## config.mk

```make
export PLATFORM = sky130hd
export DESIGN_NAME = piezo_sound_sched
export DESIGN_NICKNAME = d
export VERILOG_FILES = /design/src/rtl/piezo_sound_sched_pkg.sv /design/src/rtl/piezo_note_rom.sv /design/src/rtl/piezo_sound_sched.sv
export SDC_FILE = /design/constraint.sdc
export NUM_CORES = 1
export LEC_CHECK = 0
export BUFFER_PORTS_ARGS = -buffer_cell sky130_fd_sc_hd__buf_2
export CAP_MARGIN = 5
export CELL_PAD_IN_SITES_DETAIL_PLACEMENT = 0
export CELL_PAD_IN_SITES_GLOBAL_PLACEMENT = 1
export CORE_AREA = 2 2 100 73
export CTS_CLUSTER_DIAMETER = 60
export DETAILED_ROUTE_END_ITERATION = 8
export DIE_AREA = 0 0 102 75
export PLACE_DENSITY_LB_ADDON = 0.1
export SLEW_MARGIN = 10
export SYNTH_ARGS = -nofsm -noshare
export SYNTH_HDL_FRONTEND = slang
export SYNTH_SLANG_ARGS = --single-unit
```

## constraint.sdc

```tcl
create_clock -name CLK -period 3.28 [get_ports CLK]
set_input_delay 0.164 -clock CLK [delete_from_list [all_inputs] [get_ports CLK]]
set_output_delay 0.164 -clock CLK [all_outputs]
set_load 0.05 [all_outputs]
```

## src/rtl/piezo_sound_sched_pkg.sv

```systemverilog
// Shared encodings for the piezo sound scheduler: sources, FSM states,
// note ROM layout and 50 MHz note half-period constants.
package piezo_sound_sched_pkg;

    typedef enum logic [1:0] {
        SRC_NONE  = 2'd0,
        SRC_KEY   = 2'd1,
        SRC_CHIME = 2'd2,
        SRC_ALARM = 2'd3
    } src_t;

    typedef enum logic [2:0] {
        ST_IDLE = 3'd0,
        ST_LOAD = 3'd1,
        ST_PLAY = 3'd2,
        ST_GAP  = 3'd3,
        ST_END  = 3'd4
    } state_t;

    localparam int ROM_AW = 4;

    // Each sequence ends in a {0,0} terminator entry
    localparam logic [ROM_AW-1:0] BASE_KEY   = 4'd0;
    localparam logic [ROM_AW-1:0] BASE_CHIME = 4'd2;
    localparam logic [ROM_AW-1:0] BASE_ALARM = 4'd7;

    localparam int NOTE_C6   = 23877;
    localparam int NOTE_E6   = 18953;
    localparam int NOTE_G6   = 15943;
    localparam int NOTE_C7   = 11943;
    localparam int NOTE_REST = 0;

endpackage

```

## src/rtl/piezo_note_rom.sv

```systemverilog
// Combinational note table: address -> {LIMIT, DUR}. Unlisted addresses,
// including every sequence terminator, read as {0,0}.
module piezo_note_rom import piezo_sound_sched_pkg::*; #(
    parameter int LIMIT_W = 16,
    parameter int DUR_W   = 8
) (
    input  logic [ROM_AW-1:0]  addr,
    output logic [LIMIT_W-1:0] limit,
    output logic [DUR_W-1:0]   dur
);

    always_comb begin
        limit = '0;
        dur   = '0;
        case (addr)
            4'd0:  begin limit = LIMIT_W'(NOTE_C6);   dur = DUR_W'(5);  end
            4'd2:  begin limit = LIMIT_W'(NOTE_C6);   dur = DUR_W'(20); end
            4'd3:  begin limit = LIMIT_W'(NOTE_E6);   dur = DUR_W'(20); end
            4'd4:  begin limit = LIMIT_W'(NOTE_G6);   dur = DUR_W'(20); end
            4'd5:  begin limit = LIMIT_W'(NOTE_C7);   dur = DUR_W'(40); end
            4'd7:  begin limit = LIMIT_W'(NOTE_C7);   dur = DUR_W'(10); end
            4'd8:  begin limit = LIMIT_W'(NOTE_REST); dur = DUR_W'(5);  end
            4'd9:  begin limit = LIMIT_W'(NOTE_C7);   dur = DUR_W'(10); end
            4'd10: begin limit = LIMIT_W'(NOTE_REST); dur = DUR_W'(25); end
            default: ;
        endcase
    end

endmodule

```

## src/rtl/piezo_sound_sched.sv

```systemverilog
// Piezo sound scheduler: arbitrates key/chime/alarm requests and plays note
// sequences. Optional MUTE input is enabled by macro PIEZO_SCHED_MUTE_EN.
//
// state | meaning
// IDLE  | silent, waiting for a pending request
// LOAD  | one cycle: latch LIMIT/DUR from ROM at the pointer
// PLAY  | tone on (unless rest) for DUR ticks
// GAP   | silent for one tick, then advance pointer
// END   | one cycle DONE pulse, back to IDLE
module piezo_sound_sched import piezo_sound_sched_pkg::*; #(
    parameter int TICK_DIV = 500000,
    parameter int LIMIT_W  = 16,
    parameter int DUR_W    = 8
) (
    input  logic               CLK,
    input  logic               RESETN,
    input  logic               REQ_KEY,
    input  logic               REQ_CHIME,
    input  logic               REQ_ALARM,
    input  logic               ALARM_STOP,
`ifdef PIEZO_SCHED_MUTE_EN
    input  logic               MUTE,
`endif
    output logic               TONE_EN,
    output logic [LIMIT_W-1:0] LIMIT,
    output logic               BUSY,
    output logic [1:0]         SRC,
    output logic               DONE
);

    localparam int PRE_W = (TICK_DIV > 1) ? $clog2(TICK_DIV) : 1;
    localparam logic [PRE_W-1:0] PRE_LAST = PRE_W'(TICK_DIV - 1);

    state_t             state_q, state_d;
    src_t               src_q, src_d;
    logic [ROM_AW-1:0]  ptr_q, ptr_d;
    logic [LIMIT_W-1:0] limit_q, limit_d;
    logic [DUR_W-1:0]   tick_q, tick_d;
    logic [PRE_W-1:0]   pre_q, pre_d;
    logic               pend_key_q, pend_key_d;
    logic               pend_chime_q, pend_chime_d;
    logic               pend_alarm_q, pend_alarm_d;
    logic [LIMIT_W-1:0] rom_limit;
    logic [DUR_W-1:0]   rom_dur;
    logic               mute, active, alarm_go, preempt;

`ifdef PIEZO_SCHED_MUTE_EN
    assign mute = MUTE;
`else
    assign mute = 1'b0;
`endif

    piezo_note_rom #(.LIMIT_W(LIMIT_W), .DUR_W(DUR_W)) u_rom (
        .addr  (ptr_q),
        .limit (rom_limit),
        .dur   (rom_dur)
    );

    assign active   = (state_q == ST_LOAD) || (state_q == ST_PLAY) || (state_q == ST_GAP);
    assign alarm_go = (REQ_ALARM || pend_alarm_q) && !ALARM_STOP;
    assign preempt  = active && (src_q != SRC_ALARM) && alarm_go;

    always_comb begin
        state_d      = state_q;
        src_d        = src_q;
        ptr_d        = ptr_q;
        limit_d      = limit_q;
        tick_d       = tick_q;
        pre_d        = pre_q;
        pend_key_d   = (pend_key_q || (REQ_KEY && !(active && src_q == SRC_KEY))) && !mute;
        pend_chime_d = (pend_chime_q || REQ_CHIME) && !mute;
        pend_alarm_d = alarm_go;

        case (state_q)
            ST_IDLE: begin
                if (pend_alarm_q && !ALARM_STOP) begin
                    state_d = ST_LOAD; src_d = SRC_ALARM; ptr_d = BASE_ALARM; pend_alarm_d = 1'b0;
                end else if (pend_chime_q && !mute) begin
                    state_d = ST_LOAD; src_d = SRC_CHIME; ptr_d = BASE_CHIME; pend_chime_d = 1'b0;
                end else if (pend_key_q && !mute) begin
                    state_d = ST_LOAD; src_d = SRC_KEY; ptr_d = BASE_KEY; pend_key_d = 1'b0;
                end
            end
            ST_LOAD: begin
                limit_d = rom_limit;
                tick_d  = rom_dur - DUR_W'(1);
                pre_d   = PRE_LAST;
                if (rom_dur != '0) begin
                    state_d = ST_PLAY;
                end else if (src_q == SRC_ALARM) begin
                    ptr_d = BASE_ALARM;
                end else begin
                    state_d = ST_END;
                end
            end
            ST_PLAY: begin
                if (pre_q == '0) begin
                    pre_d = PRE_LAST;
                    if (tick_q == '0) begin
                        state_d = ST_GAP;
                    end else begin
                        tick_d = tick_q - DUR_W'(1);
                    end
                end else begin
                    pre_d = pre_q - PRE_W'(1);
                end
            end
            ST_GAP: begin
                if (pre_q == '0) begin
                    state_d = ST_LOAD;
                    ptr_d   = ptr_q + ROM_AW'(1);
                end else begin
                    pre_d = pre_q - PRE_W'(1);
                end
            end
            ST_END:  state_d = ST_IDLE;
            default: state_d = ST_IDLE;
        endcase

        // Aborts bypass END so no DONE is raised
        if (preempt) begin
            state_d      = ST_LOAD;
            src_d        = SRC_ALARM;
            ptr_d        = BASE_ALARM;
            pend_alarm_d = 1'b0;
        end else if (active && src_q == SRC_ALARM && ALARM_STOP) begin
            state_d = ST_IDLE;
        end else if (active && src_q != SRC_ALARM && mute) begin
            state_d = ST_IDLE;
        end
    end

    always_ff @(posedge CLK) begin
        if (!RESETN) begin
            state_q      <= ST_IDLE;
            src_q        <= SRC_NONE;
            ptr_q        <= '0;
            limit_q      <= '0;
            tick_q       <= '0;
            pre_q        <= '0;
            pend_key_q   <= 1'b0;
            pend_chime_q <= 1'b0;
            pend_alarm_q <= 1'b0;
        end else begin
            state_q      <= state_d;
            src_q        <= src_d;
            ptr_q        <= ptr_d;
            limit_q      <= limit_d;
            tick_q       <= tick_d;
            pre_q        <= pre_d;
            pend_key_q   <= pend_key_d;
            pend_chime_q <= pend_chime_d;
            pend_alarm_q <= pend_alarm_d;
        end
    end

    assign TONE_EN = (state_q == ST_PLAY) && (limit_q != '0);
    assign LIMIT   = limit_q;
    assign BUSY    = active;
    assign SRC     = active ? src_q : SRC_NONE;
    assign DONE    = (state_q == ST_END);

endmodule

```

* Yosys cells after proc, flatten, opt, wreduce, memory -nomap -nowiden *
Index checks and enable logic that the tools add are counted.

operators by class
  bitwise operators = 1
  multipliers = 0
  mux-type cells = 42
  reductions and logical operators = 42
  magnitude comparators = 0
  shift operators = 0
  equality and inequality tests = 33
  add/subtract/negate cells = 4
  div/mod/pow operators = 0

operator list
  cell                                                                      count
  15-bit case mux with 4 select lines                                       1
  19-bit case mux with 3 select lines                                       1
  19-bit two-way mux                                                        2
  6-bit case mux with 5 select lines                                        1
  3-bit two-way mux                                                         9
  4-bit two-way mux                                                         6
  5-bit AND reduction                                                       4
  19-bit zero test                                                          1
  19-bit by 1-bit subtractor with 19-bit output (second input constant)     1
  8-bit two-way mux                                                         2
  8-bit case mux with 2 select lines                                        1
  16-bit nonzero test                                                       1
  8-bit by 1-bit subtractor with 8-bit output (second input constant)       2
  4-bit by 3-bit == test with 1-bit output (second input constant)          3
  4-bit == test (second input constant)                                     3
  2-bit two-way mux                                                         6
  4-bit by 2-bit inequality test with 1-bit output (second input constant)  3
  3-bit case mux with 4 select lines                                        1
  4-bit case mux with 3 select lines                                        1
  1-bit two-way mux                                                         11
  1-bit logical AND                                                         9
  3-bit OR reduction                                                        3
  4-bit by 2-bit == test with 1-bit output (second input constant)          2
  8-bit zero test                                                           1
  other kinds (26)                                                          47

word-level totals
  bits in latches = 0
  memory bits (writable) = 0
  input bits = 6
  ROM bits = 0
  register bits after elaboration = 55
  memories = 0

* Logic depth before layout (Yosys ltp) *
Gate-level depths: netlist of run 1.

  depth after elaboration = 11
  depth in mapped cells = 11

* Modules after synthesis *
Synthesis of run 1 repeated with hierarchy kept, for this count alone.

unflattened totals
  cell total of the unflattened synthesis = 418
  area total of the unflattened synthesis = 3,349.5 um^2

modules (own cells, without submodules)
  module             area an instance (um^2)  cells each  times used
  piezo_sound_sched  3,039.2                  374         1
  piezo_note_rom     310.3                    44          1

* Worst setup path before layout of run 1 *
OpenSTA, ideal clock, no wires.

  path type = reg-to-reg
  start point = reg state_q[1]
  end point = reg pre_q[11]
  data arrival time = 2.575 ns
  path slack = 0.635 ns
  period minus slack after synthesis = 2.645 ns
  library setup time = 0.070 ns
  cell stages (with the launch flop) = 9
  cells stage by stage = dfxtp_1 -> clkbuf_1 -> nor2_1 -> nor2_1 -> o31a_1 -> buf_2 -> nand2_1 -> or4_1 -> a21oi_1

on the way
  word-level cells in the longest chain between the ends = 3

RTL lines
  what                                                                                                  RTL line                  text
  from (decl)                                                                                           piezo_sound_sched.sv:34   state_t state_q, state_d;
  from (signal assigned)                                                                                piezo_sound_sched.sv:145  state_q <= state_d;
  3-bit by 2-bit == test with 1-bit output or 3-bit by 1-bit == test with 1-bit output (tied branches)  piezo_sound_sched.sv:74   case (state_q)
  2-bit inequality test (no source line) or 3-bit nonzero test (tied branches)                          -
  2-bit AND reduction (no source line)                                                                  -
  to (signal assigned)                                                                                  piezo_sound_sched.sv:150  pre_q <= pre_d;
  to (decl)                                                                                             piezo_sound_sched.sv:39   logic [PRE_W-1:0] pre_q, pre_d;

Several ways; a longest one is shown, not always the timed one.
A chain may end at the register's enable or synchronous reset.

* Final worst setup path of run 1 *
  start point = reg ptr_q[0]
  end point = reg ptr_q[2]

on the way
  word-level cells in the longest chain between the ends = 6

RTL lines
  what                                                                       RTL line                  text
  from (decl)                                                                piezo_sound_sched.sv:36   logic [ROM_AW-1:0] ptr_q, ptr_d;
  from (signal assigned)                                                     piezo_sound_sched.sv:147  ptr_q <= ptr_d;
  4-bit by 2-bit == test with 1-bit output (tied with other cells)           piezo_note_rom.sv:15      case (addr)
  3-bit OR reduction (no source line) or 2-bit OR reduction (tied branches)  -
  6-bit case mux with 5 select lines                                         piezo_note_rom.sv:15
  8-bit nonzero test                                                         piezo_sound_sched.sv:88   if (rom_dur != '0) begin
  3-bit inequality test (no source line)                                     -
  5-bit AND reduction (no source line)                                       -

Several ways; a longest one is shown, not always the timed one. The select of a mux whose other input is x is not followed.

==> results.sh, run 1 <==
export IMPL_synth_compound_area_share=0.256
export IMPL_syn_avg_cell_area_sq_um=7.82
export IMPL_layout_cells_non_filler=472
export IMPL_grt_pass1_wl_mm=11.8
export IMPL_fin_tns_setup_ns=0
export IMPL_cpPeakStageDelay_ns=0.67
export IMPL_required_ns=3.47
export IMPL_viasPerCell=5.62
export IMPL_cp_start_kind="flop"
export IMPL_finClkSkew_ns=0.0156
export IMPL_dpl_cell_count=464
export IMPL_dr_pass1_iters=5
export IMPL_cts_hold_buf=0
export IMPL_drcViolationCount=0
export IMPL_synth_top_family_by_area="simple AND/OR/NAND/NOR gates"
export IMPL_synthAdderAreaFrac=0.0264
export IMPL_power_leakage_nw=1.22
export IMPL_cts_max_level=2
export IMPL_ys_types=65
export IMPL_synthFlopType="dfxtp_1"
export IMPL_power_density_nw_per_um2=1180
export IMPL_rsz0062_at_grt="no"
export IMPL_synthXorXnorAreaFrac=0.0369
export IMPL_layout_setup_ws_ns=0.532
export IMPL_synth_enable_flop_cells=0
export IMPL_max_slew_margin=0.514
export IMPL_wire_per_inst_microns=14.9
export IMPL_io_buffers=24
export IMPL_wl_mm=7.04
export IMPL_mostFrequentLayoutCell="dfxtp_1"
export IMPL_n_fill_cell=684
export IMPL_holdWs_ns=0.0601
export IMPL_core_sq_um=6630
export IMPL_std_cell_rows=25
export IMPL_layout_drive_gt1_share=0.135
export IMPL_dpl_hpwl_mm=5.11
export IMPL_root_buffer="clkbuf_8"
export IMPL_hold_viol=0
export IMPL_antenna_found_initial=0
export IMPL_hold_path_class="primary input to flop"
export IMPL_multiInputGateArea_sq_um=1710
export IMPL_yosys_top_cells_area="dfxtp_1 34%, a21oi_1 6.9%, nor2_1 5.1%, nand2_1 4.4%, nor3_1 3.5%"
export IMPL_cts_tree="yes"
export IMPL_layout_common_cells="48 x dfxtp_1, 39 x a21oi_1, 39 x nor2_1"
export IMPL_crit_fanout=7
export IMPL_synthCells=364
export IMPL_timing_critical_path_buf_inv=1
export IMPL_vdd_drop_max_uv=649
export IMPL_cts_buffer_depth=2
export IMPL_finalPower_mw=3.67
export IMPL_seq_area_frac_synth=0.338
export IMPL_initial_core_util=0.429
export IMPL_gr_total_overflow=0
export IMPL_pin_count=27
export IMPL_critPathKind="flop to flop"
export IMPL_cts_setup_buffers=0
export IMPL_yosysWarnings=0
export IMPL_post_place_ws_ns=0.589
export IMPL_fin_nets=389
export IMPL_netlist_area_sq_um=2850
export IMPL_synth_mux_area_frac=0.0105
export IMPL_diodes=0
export IMPL_end_kind="flop"
export IMPL_setup_violations=0
export IMPL_synth_area_leader_cell="dfxtp_1"
export IMPL_clock_sinks=48
export IMPL_seq_area_sq_um=961
export IMPL_cp_arrival_ns=2.94
export IMPL_cts_buffers=5
export IMPL_ant_nets=0
export IMPL_vias=2653
export IMPL_cpMaxStageDelayCell="o41ai_1"
export IMPL_maxCapViolations=0
export IMPL_status="complete, no violations"
export IMPL_grt_pass1_vias=2302
export IMPL_drtIter0Drc=162
export IMPL_fmax_mhz=364
export IMPL_grt_max_degree=21
export IMPL_gp_congestion=0.876
export IMPL_post_cts_resized=0
export IMPL_min_period_ns=2.75
export IMPL_synth_top_area_frac=0.338
export IMPL_die_x_microns=102
export IMPL_fin_area_sq_um=3110
export IMPL_tightest_slew_ns=0.720
export IMPL_synthSimpleGateAreaFrac=0.268
export IMPL_synthToLayoutAreaGrowth_pct=9.27
export IMPL_cp_top_family="compound AO/OA/AOI/OAI gates"
export IMPL_fp_dieArea_sq_um=7650
export IMPL_synth_seq_cells=48
export IMPL_clk_pin_slew_ns=0.10
export IMPL_final_core_util=0.469
export IMPL_report_final_slew_viol_count=0
export IMPL_grt_usage=0.196
export IMPL_critPathMostFrequentCell="o21ai_0"
export IMPL_clk_insertion_delay_late_ns=0.31
export IMPL_fin_crit_sh=0.838
export IMPL_fp_dieH_microns=75
export IMPL_path_cells="inv_1 -> ha_1 -> o21ai_0 -> o211ai_1 -> o41a_1 -> o41ai_1 -> and3_1 -> o21ai_0"
export IMPL_place_area_sq_um=2990
export IMPL_async_reset_ff_frac=0
-- final cells by class --
cell class,instances,area share
Inverter,11,0.0133
Clock inverter,3,0.0153
Timing Repair Buffer,30,0.0531
Multi-Input combinational cell,281,0.549
Clock buffer,5,0.0221
Tap cell,94,0.0378
Sequential cell,48,0.309
-- Yosys cell counts, types with 5 or more instances --
cell type  number
inv_1          10
or4_1           7
nor3_1         20
xnor2_1         6
nand2_1        33
xor2_1          6
o31ai_1         5
nor2_1         39
a31oi_1         6
nand3_1         8
nor4_1          6
nand2b_1       11
clkbuf_1       13
o21ai_0        14
a211oi_1        5
ha_1            6
a311oi_1        5
dfxtp_1        48
buf_4           7
a21oi_1        39
-- cell families (layout without fill, tap and decap cells) --
family	Yosys count	after routing
adders and majority gates	6	6
DFF	48	48
and+or+nand+nor	151	151
xor gates and xnor gates	12	12
other	1	2
AOI/OAI and AO/OA	107	107
buffers and inverters	36	49
muxes	3	3
-- worst reg2reg max path: cells and delay by family, from the launching register on --
family / cells / cell delay [ns]
AO/OA/AOI/OAI: 5 / 1.60
flip-flops: 1 / 0.38
adder cells (fa/ha/maj): 1 / 0.30
AND/OR/NAND/NOR: 1 / 0.25
buffers and inverters: 1 / 0.11
-- where the power goes --
group	total, mW	switching [mW]	internal (mW)
combinational	2.19	1.44	0.753
clock	0.447	0.217	0.230
sequential	1.03	0.243	0.790
total	3.67	1.90	1.77
-- flip-flops by register name, indices dropped and copies added, names as in the netlist --
signal	count
src_q	2
ptr_q	4
state_q	3
pend_alarm_q	1
LIMIT	9
tick_q	8
pend_chime_q	1
pend_key_q	1
pre_q	19
-- layer usage --
layer | share of wire | up-vias | global-route usage
met1 | 0.57 | 1217 | 0.327
met3 | 0.065 | 2 | 0.0334
met2 | 0.36 | 87 | 0.256
met5 | 0 | - | 0
li1 | - | 1347 | -
met4 | 0.0035 | 0 | 0.0356
-- path summary, 6_finish.rpt --
check            start      endpoint  slack, ns  cells after the start
max reg2reg   ptr_q[0]      ptr_q[2]       0.53                      8
max           ptr_q[0]      ptr_q[2]       0.53                      8
min reg2reg  tick_q[3]     tick_q[3]       0.47                      2
min          REQ_CHIME  pend_chime_q       0.06                      2
(Power assumes the default switching activity.)
==> run 2: changes to the inputs <==
--- a/config.mk
+++ b/config.mk
@@ -9,10 +9,10 @@
 export CAP_MARGIN = 5
 export CELL_PAD_IN_SITES_DETAIL_PLACEMENT = 0
 export CELL_PAD_IN_SITES_GLOBAL_PLACEMENT = 1
-export CORE_AREA = 2 2 100 73
+export CORE_AREA = 2 2 104 76
 export CTS_CLUSTER_DIAMETER = 60
 export DETAILED_ROUTE_END_ITERATION = 8
-export DIE_AREA = 0 0 102 75
+export DIE_AREA = 0 0 106 78
 export PLACE_DENSITY_LB_ADDON = 0.1
 export SLEW_MARGIN = 10
 export SYNTH_ARGS = -nofsm -noshare
==> constraint.sdc (replaced) <==
create_clock -name CLK -period 2.32 [get_ports CLK]
set_input_delay 0.116 -clock CLK [delete_from_list [all_inputs] [get_ports CLK]]
set_output_delay 0.116 -clock CLK [all_outputs]
set_load 0.05 [all_outputs]
==> run 2 against run 1 <==
The run now ends with negative setup slack left; fmax up 15%; flip-flop and latch count unchanged; cell count up 13%; highest routed layer unchanged; utilization up 3.5 points; non-clock buffer count up 56; critical endpoint unchanged.
==> results.sh, run 2 (synthesized netlist as in run 1, its figures left out) <==
export IMPL_clock_sinks=48
export IMPL_initial_core_util=0.396
export IMPL_ant_nets=0
export IMPL_synthToLayoutAreaGrowth_pct=27.3
export IMPL_grt_max_degree=23
export IMPL_grt_pass1_wl_mm=13.2
export IMPL_rsz0062_at_grt="yes"
export IMPL_wl_mm=8.05
export IMPL_path_cells="or4_4 -> buf_6 -> nor4_4 -> o211ai_1 -> o41ai_2 -> buf_4 -> and3_1 -> o21ai_1"
export IMPL_layout_common_cells="59 x buf_4, 43 x dfxtp_1, 38 x a21oi_1, 38 x nor2_1, 33 x nand2_1"
export IMPL_fin_crit_sh=1.03
export IMPL_cp_arrival_ns=2.60
export IMPL_core_sq_um=7190
export IMPL_cpPeakStageDelay_ns=0.54
export IMPL_maxCapViolations=0
export IMPL_cts_max_level=2
export IMPL_required_ns=2.52
export IMPL_dpl_cell_count=520
export IMPL_hold_end="pend_key_q"
export IMPL_std_cell_rows=26
export IMPL_max_slew_margin=0.670
export IMPL_cts_tree="yes"
export IMPL_fp_dieArea_sq_um=8270
export IMPL_status="complete, but fails checks"
export IMPL_root_buffer="clkbuf_8"
export IMPL_fin_nets=446
export IMPL_grt_usage=0.198
export IMPL_min_period_ns=2.39
export IMPL_report_final_slew_viol_count=0
export IMPL_crit_fanout=4
export IMPL_setup_violations=6
export IMPL_gp_congestion=0.857
export IMPL_holdPathStages=3
export IMPL_layout_setup_ws_ns=-0.0747
export IMPL_cp_start_kind="flop"
export IMPL_reg2reg_to="ptr_q[2]"
export IMPL_clk_pin_slew_ns=0.09
export IMPL_hold_path_startpoint="REQ_KEY"
export IMPL_diodes=0
export IMPL_cpMaxStageDelayCell="or4_4"
export IMPL_drtIter0Drc=148
export IMPL_viasPerCell=5.47
export IMPL_timing_critical_path_buf_inv=2
export IMPL_finClkSkew_ns=0.00852
export IMPL_regMostFlops="pre_q"
export IMPL_fmax_mhz=418
export IMPL_cts_buffer_depth=2
export IMPL_hold_path_class="primary input to flop"
export IMPL_vdd_drop_max_uv=823
export IMPL_cp_startpoint="pre_q[10]"
export IMPL_dpl_hpwl_mm=5.79
export IMPL_post_place_ws_ns=-0.0489
export IMPL_end_kind="flop"
export IMPL_wire_per_inst_microns=15.1
export IMPL_r2r_start="pre_q[10]"
export IMPL_dr_pass1_iters=6
export IMPL_die_x_microns=106
export IMPL_antenna_found_initial=0
export IMPL_pin_count=27
export IMPL_cp_top_family="simple AND/OR/NAND/NOR gates"
export IMPL_mostFrequentLayoutCell="buf_4"
export IMPL_vias=2916
export IMPL_hold_viol=0
export IMPL_clk_insertion_delay_late_ns=0.30
export IMPL_fp_dieH_microns=78
export IMPL_crit_cells=8
export IMPL_io_buffers=24
export IMPL_cts_buffers=5
export IMPL_grt_pass1_vias=2700
export IMPL_power_density_nw_per_um2=1710
export IMPL_layout_cells_non_filler=533
export IMPL_power_leakage_nw=1.50
export IMPL_tightest_slew_ns=0.491
export IMPL_layout_drive_gt1_share=0.287
export IMPL_critPathKind="flop to flop"
export IMPL_reg2regPathDepth=8
export IMPL_r2r_slack_ns=-0.07
export IMPL_gr_total_overflow=0
export IMPL_drcViolationCount=0
export IMPL_violations="negative setup slack"
export IMPL_largest_reg_flops=19
-- run 2: cell types whose count changed in the layout (fill, tap and decap cells not counted), moves of 2 or more --
| cell | change |
|---|---|
| dfxtp_1 | -5 |
| o21ai_1 | +3 |
| buf_4 | +53 |
| inv_1 | -2 |
| o21ai_0 | -3 |
| buf_6 | +2 |
| clkinv_4 | -2 |
| nor3_1 | -2 |
| nor3_2 | +2 |
| inv_2 | +2 |
| dfxtp_2 | +5 |
-- run 2: per-stage QoR --
step	cell area, sq um	TNS (ns)	hold slack [ns]	utilization	total power [mW]
CTS	3560	-0.169	0.124	0.495	6.01
global route	3620	-2.42	0.161	0.504	6.70
detailed placement	3420	-0.270	0.314	0.475	5.35
floorplan	2880	0	0.226	-	4.03
global placement	3420	-0.244	0.314	0.475	5.37
finish	3620	-0.169	0.126	0.504	6.20
-- run 2: worst max path at each step --
stage                            to
after floorplan           pre_q[11]
after global placement     ptr_q[2]
after detailed placement  tick_q[7]
after CTS                 pre_q[17]
after global routing       ptr_q[2]
final                      ptr_q[2]
-- run 2: timing repair --
action,CTS,global route
resized for setup,5,16
endpoints found under the setup margin,18,31
pin swaps,10,8
buffers inserted,1,2
hold endpoints to repair,1,0
hold buffers,1,0
cloned,1,0
-- run 2: metal layers --
layer | track usage | share of wire | wire length, microns
met4 | 0.0513 | 0.0091 | 73
met2 | 0.288 | 0.41 | 3330
met3 | 0.0395 | 0.064 | 514
met5 | 0 | 0 | 0
met1 | 0.297 | 0.51 | 4140
-- run 2: tightest hold or removal path, cell delays in order --
cell      delay (ns)
buf_2           0.10
a21oi_1         0.12
a311oi_1        0.06
-- run 2: power breakdown --
| group | switching [mW] | internal [mW] |
|---|---|---|
| clock | 0.293 | 0.243 |
| combinational | 2.43 | 1.82 |
| sequential | 0.285 | 1.12 |
| total | 3.01 | 3.19 |
-- run 2: cell type report --
class	instances	area, sq um
inverters	11	41.3
repair buffers	86	596
clock buffers	7	86.3
clock inverters	1	7.51
flip-flops and latches	48	967
multi-input cells	282	1800
fillers	721	3570
well taps	98	123
